## src/rtl/elbeth_mem_arbiter_pkg.sv

```systemverilog
// Shared types and defaults for the ELBETH RAM-port arbiter.
// Latency: n/a (declarations only).
// Backpressure: n/a.
package elbeth_mem_arbiter_pkg;

   localparam int MARB_AW      = 14;   // RAM word-address width
   localparam int MARB_DW      = 32;   // RAM word width
   localparam int MARB_SW      = 4;    // byte strobes per word
   localparam int MARB_TIMEOUT = 15;   // WAIT cycles before giving up on the RAM

   // Arbiter FSM states; 2-bit encoding shared with the rest of the ELBETH core.
   typedef enum logic [1:0] {
      MARB_IDLE  = 2'd0,
      MARB_ISSUE = 2'd1,
      MARB_WAIT  = 2'd2,
      MARB_RESP  = 2'd3
   } marb_state_e;

   // Width of a counter that must be able to hold the value 'timeout'.
   function automatic int marb_cnt_width(input int timeout);
      return (timeout < 1) ? 1 : $clog2(timeout + 1);
   endfunction

endpackage

```

## src/rtl/elbeth_mem_arbiter_if.sv

```systemverilog
// Bundle of the two requester ports and the shared RAM port.
// Latency: n/a (wires only).
// Backpressure: requesters hold mX_enable until mX_ready; the RAM never stalls the enable.
interface elbeth_mem_arbiter_if
   import elbeth_mem_arbiter_pkg::*;
#(
   parameter int AW = MARB_AW
);

   // requester 0: CPU data side
   logic               m0_enable;
   logic [AW-1:0]      m0_addr;
   logic [MARB_DW-1:0] m0_data_in;
   logic [MARB_SW-1:0] m0_rw;
   logic [MARB_DW-1:0] m0_data_out;
   logic               m0_ready;
   logic               m0_error;

   // requester 1: loader / debug
   logic               m1_enable;
   logic [AW-1:0]      m1_addr;
   logic [MARB_DW-1:0] m1_data_in;
   logic [MARB_SW-1:0] m1_rw;
   logic [MARB_DW-1:0] m1_data_out;
   logic               m1_ready;
   logic               m1_error;

   // shared RAM port
   logic               mem_enable;
   logic [AW-1:0]      mem_addr;
   logic [MARB_DW-1:0] mem_data_in;
   logic [MARB_SW-1:0] mem_rw;
   logic [MARB_DW-1:0] mem_data_out;
   logic               mem_ready;

   // Arbiter view: masters the RAM port, serves both requesters.
   modport master (
      input  m0_enable, m0_addr, m0_data_in, m0_rw,
      output m0_data_out, m0_ready, m0_error,
      input  m1_enable, m1_addr, m1_data_in, m1_rw,
      output m1_data_out, m1_ready, m1_error,
      output mem_enable, mem_addr, mem_data_in, mem_rw,
      input  mem_data_out, mem_ready
   );

   // Environment view: the requesters and the RAM.
   modport slave (
      output m0_enable, m0_addr, m0_data_in, m0_rw,
      input  m0_data_out, m0_ready, m0_error,
      output m1_enable, m1_addr, m1_data_in, m1_rw,
      input  m1_data_out, m1_ready, m1_error,
      input  mem_enable, mem_addr, mem_data_in, mem_rw,
      output mem_data_out, mem_ready
   );

endinterface

```

## src/rtl/elbeth_rr_pick2.sv

```systemverilog
// Two-way round-robin picker: a lone requester wins, a tie goes to the one not granted last.
// Latency: combinational.
// Backpressure: none; the caller decides when the pick is consumed.
module elbeth_rr_pick2 (
   input  logic [1:0] req_i,
   input  logic       last_i,
   output logic       gnt_o,
   output logic       valid_o
);

   // Winner index from the request pair and the previous grant.
   always_comb begin
      gnt_o = 1'b0;
      case (req_i)
         2'b01:   gnt_o = 1'b0;
         2'b10:   gnt_o = 1'b1;
         2'b11:   gnt_o = ~last_i;
         default: gnt_o = 1'b0;
      endcase
   end

   assign valid_o = |req_i;

endmodule

```

## src/rtl/elbeth_mem_arbiter.sv

```systemverilog
// Shares one ELBETH RAM port between two requesters, round-robin, one transaction in flight.
// Latency: request sampled in IDLE at t -> mem_enable at t+1 -> mX_ready at t+3; one access per 4 cycles.
// Backpressure: requesters hold their enable until mX_ready; a stuck RAM is abandoned after TIMEOUT WAIT cycles.
module elbeth_mem_arbiter
   import elbeth_mem_arbiter_pkg::*;
#(
   parameter int AW      = MARB_AW,
   parameter int TIMEOUT = MARB_TIMEOUT
) (
   input logic                   clk,
   input logic                   rst,
   elbeth_mem_arbiter_if.master  bus
);

   localparam int            CW      = marb_cnt_width(TIMEOUT);
   localparam logic [CW-1:0] CNT_MAX = CW'(TIMEOUT);

   marb_state_e state_q, state_d;
   logic        last_q, last_d;              // requester granted most recently
   logic        gnt_q, gnt_d;                // requester owning the transaction in flight
   logic [CW-1:0] cnt_q, cnt_d, cnt_inc;     // WAIT cycles spent so far

   logic               mem_enable_q, mem_enable_d;
   logic [AW-1:0]      mem_addr_q, mem_addr_d;
   logic [MARB_DW-1:0] mem_data_in_q, mem_data_in_d;
   logic [MARB_SW-1:0] mem_rw_q, mem_rw_d;

   logic [1:0]              rdy_q, rdy_d;    // per-requester ready pulse
   logic [1:0]              err_q, err_d;    // per-requester timeout flag
   logic [1:0][MARB_DW-1:0] dout_q, dout_d;  // per-requester read word

   logic pick_gnt;
   logic pick_vld;

   elbeth_rr_pick2 u_pick (
      .req_i   ({bus.m1_enable, bus.m0_enable}),
      .last_i  (last_q),
      .gnt_o   (pick_gnt),
      .valid_o (pick_vld)
   );

   // Saturating increment so the counter can never wrap back into range.
   assign cnt_inc = (cnt_q == CNT_MAX) ? cnt_q : cnt_q + 1'b1;

   // Next state and next registered outputs; pulses default to 0 every cycle.
   always_comb begin
      state_d       = state_q;
      last_d        = last_q;
      gnt_d         = gnt_q;
      cnt_d         = cnt_q;
      mem_enable_d  = 1'b0;
      mem_rw_d      = '0;
      mem_addr_d    = mem_addr_q;
      mem_data_in_d = mem_data_in_q;
      rdy_d         = '0;
      err_d         = '0;
      dout_d        = '0;

      case (state_q)
         MARB_IDLE: begin
            if (pick_vld) begin
               // Capture straight into the RAM-facing registers so the enable
               // pulse and its fields appear together in the ISSUE cycle.
               gnt_d         = pick_gnt;
               last_d        = pick_gnt;
               mem_enable_d  = 1'b1;
               mem_addr_d    = pick_gnt ? bus.m1_addr    : bus.m0_addr;
               mem_data_in_d = pick_gnt ? bus.m1_data_in : bus.m0_data_in;
               mem_rw_d      = pick_gnt ? bus.m1_rw      : bus.m0_rw;
               cnt_d         = '0;
               state_d       = MARB_ISSUE;
            end
         end
         MARB_ISSUE: begin
            state_d = MARB_WAIT;
         end
         MARB_WAIT: begin
            if (bus.mem_ready) begin
               rdy_d[gnt_q]  = 1'b1;
               dout_d[gnt_q] = bus.mem_data_out;
               state_d       = MARB_RESP;
            end else begin
               cnt_d = cnt_inc;
               if (cnt_inc == CNT_MAX) begin
                  // RAM never answered: complete with error and zero data.
                  rdy_d[gnt_q] = 1'b1;
                  err_d[gnt_q] = 1'b1;
                  state_d      = MARB_RESP;
               end
            end
         end
         MARB_RESP: begin
            state_d = MARB_IDLE;
         end
         default: begin
            state_d = MARB_IDLE;
         end
      endcase
   end

   // State and output registers; reset drops any transaction without a ready.
   always_ff @(posedge clk) begin
      if (rst) begin
         state_q       <= MARB_IDLE;
         last_q        <= 1'b1;
         gnt_q         <= 1'b0;
         cnt_q         <= '0;
         mem_enable_q  <= 1'b0;
         mem_addr_q    <= '0;
         mem_data_in_q <= '0;
         mem_rw_q      <= '0;
         rdy_q         <= '0;
         err_q         <= '0;
         dout_q        <= '0;
      end else begin
         state_q       <= state_d;
         last_q        <= last_d;
         gnt_q         <= gnt_d;
         cnt_q         <= cnt_d;
         mem_enable_q  <= mem_enable_d;
         mem_addr_q    <= mem_addr_d;
         mem_data_in_q <= mem_data_in_d;
         mem_rw_q      <= mem_rw_d;
         rdy_q         <= rdy_d;
         err_q         <= err_d;
         dout_q        <= dout_d;
      end
   end

   assign bus.mem_enable  = mem_enable_q;
   assign bus.mem_addr    = mem_addr_q;
   assign bus.mem_data_in = mem_data_in_q;
   assign bus.mem_rw      = mem_rw_q;

   assign bus.m0_ready    = rdy_q[0];
   assign bus.m0_error    = err_q[0];
   assign bus.m0_data_out = dout_q[0];
   assign bus.m1_ready    = rdy_q[1];
   assign bus.m1_error    = err_q[1];
   assign bus.m1_data_out = dout_q[1];

endmodule

```

## src/flat_wrapper.sv

```systemverilog
// flat-port wrapper written by rule: the top's interface ports become plain ports
module elbeth_mem_arbiter_flat import elbeth_mem_arbiter_pkg::*;
#(
   parameter int AW      = MARB_AW,
   parameter int TIMEOUT = MARB_TIMEOUT
)
  (clk, rst, bus_m0_enable, bus_m0_addr, bus_m0_data_in, bus_m0_rw, bus_m0_data_out, bus_m0_ready, bus_m0_error, bus_m1_enable, bus_m1_addr, bus_m1_data_in, bus_m1_rw, bus_m1_data_out, bus_m1_ready, bus_m1_error, bus_mem_enable, bus_mem_addr, bus_mem_data_in, bus_mem_rw, bus_mem_data_out, bus_mem_ready);
  elbeth_mem_arbiter_if #(.AW(AW)) bus_i ();
  input logic clk;
  input logic rst;
  input wire logic [$bits(bus_i.m0_enable)-1:0] bus_m0_enable;
  input wire logic [$bits(bus_i.m0_addr)-1:0] bus_m0_addr;
  input wire logic [$bits(bus_i.m0_data_in)-1:0] bus_m0_data_in;
  input wire logic [$bits(bus_i.m0_rw)-1:0] bus_m0_rw;
  output wire logic [$bits(bus_i.m0_data_out)-1:0] bus_m0_data_out;
  output wire logic [$bits(bus_i.m0_ready)-1:0] bus_m0_ready;
  output wire logic [$bits(bus_i.m0_error)-1:0] bus_m0_error;
  input wire logic [$bits(bus_i.m1_enable)-1:0] bus_m1_enable;
  input wire logic [$bits(bus_i.m1_addr)-1:0] bus_m1_addr;
  input wire logic [$bits(bus_i.m1_data_in)-1:0] bus_m1_data_in;
  input wire logic [$bits(bus_i.m1_rw)-1:0] bus_m1_rw;
  output wire logic [$bits(bus_i.m1_data_out)-1:0] bus_m1_data_out;
  output wire logic [$bits(bus_i.m1_ready)-1:0] bus_m1_ready;
  output wire logic [$bits(bus_i.m1_error)-1:0] bus_m1_error;
  output wire logic [$bits(bus_i.mem_enable)-1:0] bus_mem_enable;
  output wire logic [$bits(bus_i.mem_addr)-1:0] bus_mem_addr;
  output wire logic [$bits(bus_i.mem_data_in)-1:0] bus_mem_data_in;
  output wire logic [$bits(bus_i.mem_rw)-1:0] bus_mem_rw;
  input wire logic [$bits(bus_i.mem_data_out)-1:0] bus_mem_data_out;
  input wire logic [$bits(bus_i.mem_ready)-1:0] bus_mem_ready;
  assign bus_i.m0_enable = bus_m0_enable;
  assign bus_i.m0_addr = bus_m0_addr;
  assign bus_i.m0_data_in = bus_m0_data_in;
  assign bus_i.m0_rw = bus_m0_rw;
  assign bus_m0_data_out = bus_i.m0_data_out;
  assign bus_m0_ready = bus_i.m0_ready;
  assign bus_m0_error = bus_i.m0_error;
  assign bus_i.m1_enable = bus_m1_enable;
  assign bus_i.m1_addr = bus_m1_addr;
  assign bus_i.m1_data_in = bus_m1_data_in;
  assign bus_i.m1_rw = bus_m1_rw;
  assign bus_m1_data_out = bus_i.m1_data_out;
  assign bus_m1_ready = bus_i.m1_ready;
  assign bus_m1_error = bus_i.m1_error;
  assign bus_mem_enable = bus_i.mem_enable;
  assign bus_mem_addr = bus_i.mem_addr;
  assign bus_mem_data_in = bus_i.mem_data_in;
  assign bus_mem_rw = bus_i.mem_rw;
  assign bus_i.mem_data_out = bus_mem_data_out;
  assign bus_i.mem_ready = bus_mem_ready;
  elbeth_mem_arbiter #(.AW(AW), .TIMEOUT(TIMEOUT)) u_core (.clk(clk), .rst(rst), .bus(bus_i));
endmodule
```

## config.mk

```make
export PLATFORM = sky130hd
export DESIGN_NAME = elbeth_mem_arbiter_flat
export DESIGN_NICKNAME = d
export VERILOG_FILES = /design/src/rtl/elbeth_mem_arbiter_pkg.sv /design/src/rtl/elbeth_mem_arbiter_if.sv /design/src/rtl/elbeth_rr_pick2.sv /design/src/rtl/elbeth_mem_arbiter.sv /design/src/flat_wrapper.sv
export SDC_FILE = /design/constraint.sdc
export NUM_CORES = 1
export LEC_CHECK = 0
export BUFFER_PORTS_ARGS = -buffer_cell sky130_fd_sc_hd__buf_2
export CAP_MARGIN = 15
export CORE_UTILIZATION = 30
export DETAILED_ROUTE_END_ITERATION = 8
export PLACE_DENSITY_LB_ADDON = 0.12
export SLEW_MARGIN = 25
export SYNTH_ARGS = -nofsm -noshare
export SYNTH_HDL_FRONTEND = slang
export SYNTH_SLANG_ARGS = --single-unit
```

## constraint.sdc

```tcl
create_clock -name clk -period 2.68 [get_ports clk]
set_clock_uncertainty 0.1 [all_clocks]
set_input_delay 0.134 -clock clk [delete_from_list [all_inputs] [get_ports clk]]
set_output_delay 0.134 -clock clk [all_outputs]
set_load 0.02 [all_outputs]
```

## Yosys cells after proc, flatten, opt, wreduce, memory -nomap -nowiden

Cells that the tools add are included.

- Flip-flop bits (word level): 127
- Input bits: 137
- Output and inout port bits: 119
- Logic and storage cells: 62

- Add/subtract/negate cells: 1
- Magnitude comparators: 2
- Equality and inequality tests: 10
- Mux-type cells: 19
- Bitwise operators: 6
- Reduce and logical (&&, ||, !) cells: 12

Operators by type and width:

| operator | count |
|---|---|
| $and A64 B64 Y64 | 1 |
| $mux W32 | 2 |
| $demux W32 S1 | 1 |
| $mux W4 | 4 |
| $mux W14 | 1 |
| $mux W2 | 5 |
| $reduce_or A3 Y1 | 3 |
| $eq A2 B2 Y1 const B | 4 |
| $eq A4 B4 Y1 const B | 2 |
| $pmux W2 S4 | 1 |
| $pmux W4 S2 | 1 |
| $reduce_or A2 Y1 | 3 |
| $not A1 Y1 | 5 |
| $add A4 B1 Y4 const B | 1 |
| $reduce_and A2 Y1 | 2 |
| $ne A3 B2 Y1 const B | 1 |
| $reduce_and A3 Y1 | 1 |
| $eq A2 B1 Y1 const B | 1 |
| $logic_not A2 Y1 | 1 |
| $lt A1 B2 Y1 const B | 1 |
| $mux W1 | 2 |
| $ne A2 B1 Y1 const B | 1 |
| $ne A2 B2 Y1 const B | 1 |
| $pmux W1 S2 | 1 |
| other kinds (4) | 4 |

## Logic depth before layout (Yosys ltp)

- Word-level depth: 6
- Depth in mapped cells: 7
- Mapped depth without buffers: 6

## Cells and area by module

Synthesis repeated with hierarchy kept, for this count alone.

- Cells, all modules: 434
- Area, all modules: 4,550.6 sq um

Modules (own cells, without submodules):

| module | instances | cells an instance | area each (sq um) | seq. area each (sq um) |
|---|---|---|---|---|
| elbeth_mem_arbiter | 1 | 432 | 4,536.9 | 2,542.4 |
| elbeth_rr_pick2 | 1 | 2 | 13.8 | 0.0 |

## Worst setup path before layout

No wires, ideal clock.

- Path type: register to register
- From: register u_core.state_q[0]
- To: register u_core.cnt_q[1]
- Library setup time: 126 ps
- Data arrival time: 1,534 ps
- Required time: 2,454 ps
- Slack: 919 ps
- Cell stages (with the launch flop): 8
- Path buffers: 1
- Clock period less this slack: 1,761 ps
- Path through: dfxtp_1 -> inv_1 -> ha_1 -> or3b_4 -> and2_4 -> buf_6 -> a41oi_2 -> o32ai_1

- Word-level cells in the longest chain between the ends: 3
- Elaborated cells on any way between the ends: 7
- Classes of those cells: eq/ne: 3; mux: 1; reduce/logical: 3

RTL lines:

| item | line | RTL |
|---|---|---|
| start: declaration | elbeth_mem_arbiter.sv:18 | `marb_state_e state_q, state_d;` |
| start signal: assignment | elbeth_mem_arbiter.sv:116 | `state_q <= state_d;` |
| $eq A2 B2 Y1 / $logic_not A2 Y1 (equally long branches) | elbeth_mem_arbiter.sv:59 | `case (state_q)` |
| $ne A2 B2 Y1 (no line) (tied with other cells) | -- |  |
| $reduce_and A3 Y1 (no line) | -- |  |
| end signal: assignment | elbeth_mem_arbiter.sv:119 | `cnt_q <= cnt_d;` |
| end: declaration | elbeth_mem_arbiter.sv:21 | `logic [CW-1:0] cnt_q, cnt_d, cnt_inc;` |

Parallel ways exist; a longest one is shown, timed or not.
A chain may end at the register's enable or synchronous reset.

## Final worst setup path

- From: register u_core.last_q
- To: register u_core.mem_data_in_q[5], in the netlist u_core.bus.mem_data_in[5]

- Word-level cells in the longest chain between the ends: 3

RTL lines:

| item | line | RTL |
|---|---|---|
| start: declaration | elbeth_mem_arbiter.sv:19 | `logic last_q, last_d;` |
| start signal: assignment | elbeth_mem_arbiter.sv:117 | `last_q <= last_d;` |
| $not A1 Y1 | elbeth_rr_pick2.sv:17 | `2'b11: gnt_o = ~last_i;` |
| $pmux W1 S2 | elbeth_rr_pick2.sv:14 | `case (req_i)` |
| $mux W32 | elbeth_mem_arbiter.sv:68 | `mem_data_in_d = pick_gnt ? bus.m1_data_in : bus.m0_data_in;` |
| end signal: assignment | elbeth_mem_arbiter.sv:122 | `mem_data_in_q <= mem_data_in_d;` |
| end: declaration | elbeth_mem_arbiter.sv:25 | `logic [MARB_DW-1:0] mem_data_in_q, mem_data_in_d;` |

Every way passes these cells.

==> flow_summary.json <==
{
  "status": "complete, but fails checks",
  "failed_checks": "DRC",
  "drt-initial-drc-count": 163,
  "grt_first_pass_wirelength_mm": 20.7,
  "fp.dieArea_um2": 15700,
  "ios": 256,
  "min-delay-start": "bus_m1_data_in[6]",
  "path_clk_slew_ns": 0.06,
  "routedWlPerCell_um": 12.8,
  "start_kind": "register",
  "worstHoldEndpoint": "u_core.bus.mem_data_in[6]$_SDFFE_PP0P_",
  "period_needed_ns": 2.17,
  "rows": 44,
  "numCtsBuffers": 17,
  "p_sw_w": 0.00209,
  "leakage_nw": 3.58,
  "whs_ns": 0.00714,
  "fmax_ghz": 0.460,
  "clk_path_buf_depth": 2,
  "setup_viol": 0,
  "cp_data_arrival_time_ns": 2.39,
  "switching_share_pct": 32.5,
  "antenna_found_initial": 0,
  "ant_nets": 0,
  "avgSynthCellArea_um2": 9.67,
  "grt_overflow": 0,
  "yosysSeqAreaShare_pct": 55.8,
  "combPwrFrac_pct": 30.3,
  "tightest_slew_ns": 0.619,
  "powerDensity_nw_per_um2": 856,
  "setup_ws_ns": 0.506,
  "port_buffers": 255,
  "cts_sinks": 127,
  "dp_cells": 881,
  "vias": 4458,
  "worstSetupPathType": "reg2reg",
  "syn_area_um2": 4550,
  "root_buffer": "clkbuf_16",
  "syn_nets": 612,
  "syn2layout_area_growth_pct": 65.1,
  "syn_inst": 471,
  "end_kind": "register",
  "finalPower_w": 0.00644,
  "critical_path_required_ns": 2.90,
  "p_seq_share_pct": 36.2,
  "clkLatencyLatePin_ns": 0.40,
  "ys_ff_latch": 127,
  "vias_per_cell": 4.40,
  "gp_congestion": 0.757,
  "ys_warn_count": 0,
  "reg2reg_depth": 5,
  "hpwlAfterDp_mm": 8.52,
  "cts_tree": "done",
  "synthArstFlopShare_pct": 0,
  "maxCapViolCount": 0,
  "worstReg2RegStart": "u_core.last_q$_SDFFE_PP1P_",
  "ir_drop_mv": 0.458,
  "hold_path_class": "in2reg",
  "grt_pass1_vias": 4367,
  "final_nets": 958,
  "fin_setup_tns_ns": 0,
  "fin_cells": 1013,
  "die_w_um": 125,
  "pre_cts_ws_ns": 0.863,
  "coreArea_um2": 14600,
  "htree_levels": 4,
  "initial_core_util_pct": 31.1,
  "synth_flop_cell": "dfxtp_1",
  "ff_latch_area_um2": 2540,
  "power.internal_w": 0.00435,
  "antenna-diode-count": 0,
  "grt_max_degree": 94,
  "period_share_pct": 81.1,
  "n_fill_cell": 1333,
  "r2r_setup_slack_ns": 0.51,
  "clkPwrFrac_pct": 33.5,
  "die_h_um": 125,
  "synth-edff-count": 0,
  "cts_resized": 0,
  "crit_fanout": 38,
  "slew_headroom_pct": 58.7,
  "drc": 39,
  "hold_depth": 3,
  "grt_usage_pct": 16.7,
  "ys_types": 35,
  "postRouteWirelength_mm": 13.0,
  "r2r_end": "u_core.bus.mem_data_in[5]$_SDFFE_PP0P_",
  "finalHoldViolCount": 0,
  "multiInputGateArea_um2": 1810,
  "drive_gt1_share_pct": 35.7,
  "first_pass_iters": 7,
  "rsz0062_at_grt": "false",
  "drv_slew": 0
}
how the worst max path moves through the flow:
stage | startpoint | to | cells past startpoint
4_1_cts | u_core.last_q$_SDFFE_PP1P_ | u_core.bus.mem_data_in[0]$_SDFFE_PP0P_ | 5
6_report | u_core.last_q$_SDFFE_PP1P_ | u_core.bus.mem_data_in[5]$_SDFFE_PP0P_ | 5
3_3_place_gp | u_core.state_q[0]$_SDFFE_PP0P_ | u_core.bus.m0_data_out[25]$_SDFF_PP0_ | 5
5_1_grt | u_core.last_q$_SDFFE_PP1P_ | u_core.bus.mem_addr[4]$_SDFFE_PP0P_ | 5
3_5_place_dp | u_core.state_q[0]$_SDFFE_PP0P_ | u_core.bus.m0_data_out[22]$_SDFF_PP0_ | 5
2_1_floorplan | u_core.state_q[0]$_SDFFE_PP0P_ | u_core.cnt_q[1]$_SDFFE_PP0P_ | 7
through the flow:
| stage | area, um2 | utilization [%] |
|---|---|---|
| after floorplan | 4550 | - |
| after global placement | 5950 | 40.6 |
| after detailed placement | 5950 | 40.6 |
| after CTS | 7520 | 51.3 |
| after global routing | 7520 | 51.3 |
| final | 7520 | 51.3 |
worst max-delay path: stages (launching register included):
cell and delay [ns]:
dfxtp_1 0.34, a21boi_4 0.13, buf_4 0.50, mux2i_1 0.16, dlygate4sd3_1 0.59, a211oi_1 0.24
power by group through the flow:
stage	Clock, W	Sequential, W	Combinational (W)
after global routing	0.00229	0.00237	0.00214
after global placement	0	0.00236	0.00179
after detailed placement	0	0.00236	0.00181
after floorplan	0	0.00270	0.000918
after CTS	0.00222	0.00233	0.00196
final	0.00216	0.00233	0.00195
placed cells by master, fill, tap and decap left out, types with 3 or more instances in the layout:
master,instances
nand2_1,34
inv_1,6
nand2b_1,6
dlygate4sd3_1,101
clkbuf_16,17
buf_4,6
clkbuf_1,4
nor3_1,4
ha_1,4
buf_2,255
mux2i_1,51
a21oi_1,9
nor2_1,117
clkinv_4,3
clkinv_2,3
a211oi_1,46
o22ai_1,3
dfxtp_1,127
nand3b_1,3
area by class of cell:
class                   instances  area share [%]
well taps                     184            3.06
repair buffers                363            31.3
clock buffers                  21            5.86
multi-input cells             302            24.1
clock inverters                10            1.55
flip-flops and latches        127            33.8
inverters                       6           0.300
Yosys cell counts, types with 3 or more instances:
| master | number | area, um2 |
|---|---|---|
| a211oi_1 | 46 | 345 |
| a21oi_1 | 9 | 45.0 |
| buf_2 | 5 | 25.0 |
| buf_6 | 6 | 67.6 |
| clkbuf_1 | 23 | 86.3 |
| dfxtp_1 | 127 | 2540 |
| ha_1 | 4 | 50.1 |
| inv_1 | 6 | 22.5 |
| mux2i_1 | 51 | 510 |
| nand2_1 | 34 | 128 |
| nand2b_1 | 6 | 37.5 |
| nand3b_1 | 3 | 22.5 |
| nor2_1 | 117 | 439 |
| nor3_1 | 4 | 20.0 |
| o22ai_1 | 3 | 18.8 |
routing by layer:
layer,routed length (um),part of all wire (%),vias to the layer above,global-route usage [%]
li1,-,-,2291,-
met5,0,0,-,0
met2,5990,46,207,28.3
met3,1140,8.7,19,5.31
met1,5630,43,1941,19.6
met4,237,1.8,0,6.81
logic make-up after synthesis:
| logic type | share of synthesized area, % |
|---|---|
| compound gates | 10.8 |
| xor+xnor | 0.192 |
| fa+ha+maj | 1.10 |
| buf+inv | 4.59 |
| flops | 55.8 |
| mux | 11.2 |
| simple gates | 16.2 |
flip-flops by register name, indices dropped and copies added, names as in the netlist:
| signal | count |
|---|---|
| u_core.bus.mem_rw | 4 |
| u_core.bus.mem_addr | 14 |
| u_core.bus.m0_data_out | 32 |
| u_core.bus.mem_data_in | 32 |
| u_core.last_q | 1 |
| u_core.state_q | 2 |
| u_core.bus.mem_enable | 1 |
| u_core.err_q | 2 |
| u_core.gnt_q | 1 |
| u_core.cnt_q | 4 |
| u_core.rdy_q | 2 |
| u_core.bus.m1_data_out | 32 |
what timing repair did:
action | 4_1_cts | 5_1_grt
buffers inserted | 0 | 0
setup endpoints to repair | 0 | 0
hold buffers | 101 | 0
hold endpoints to repair | 100 | 0
Note: power is estimated with default switching activity, not from simulation.
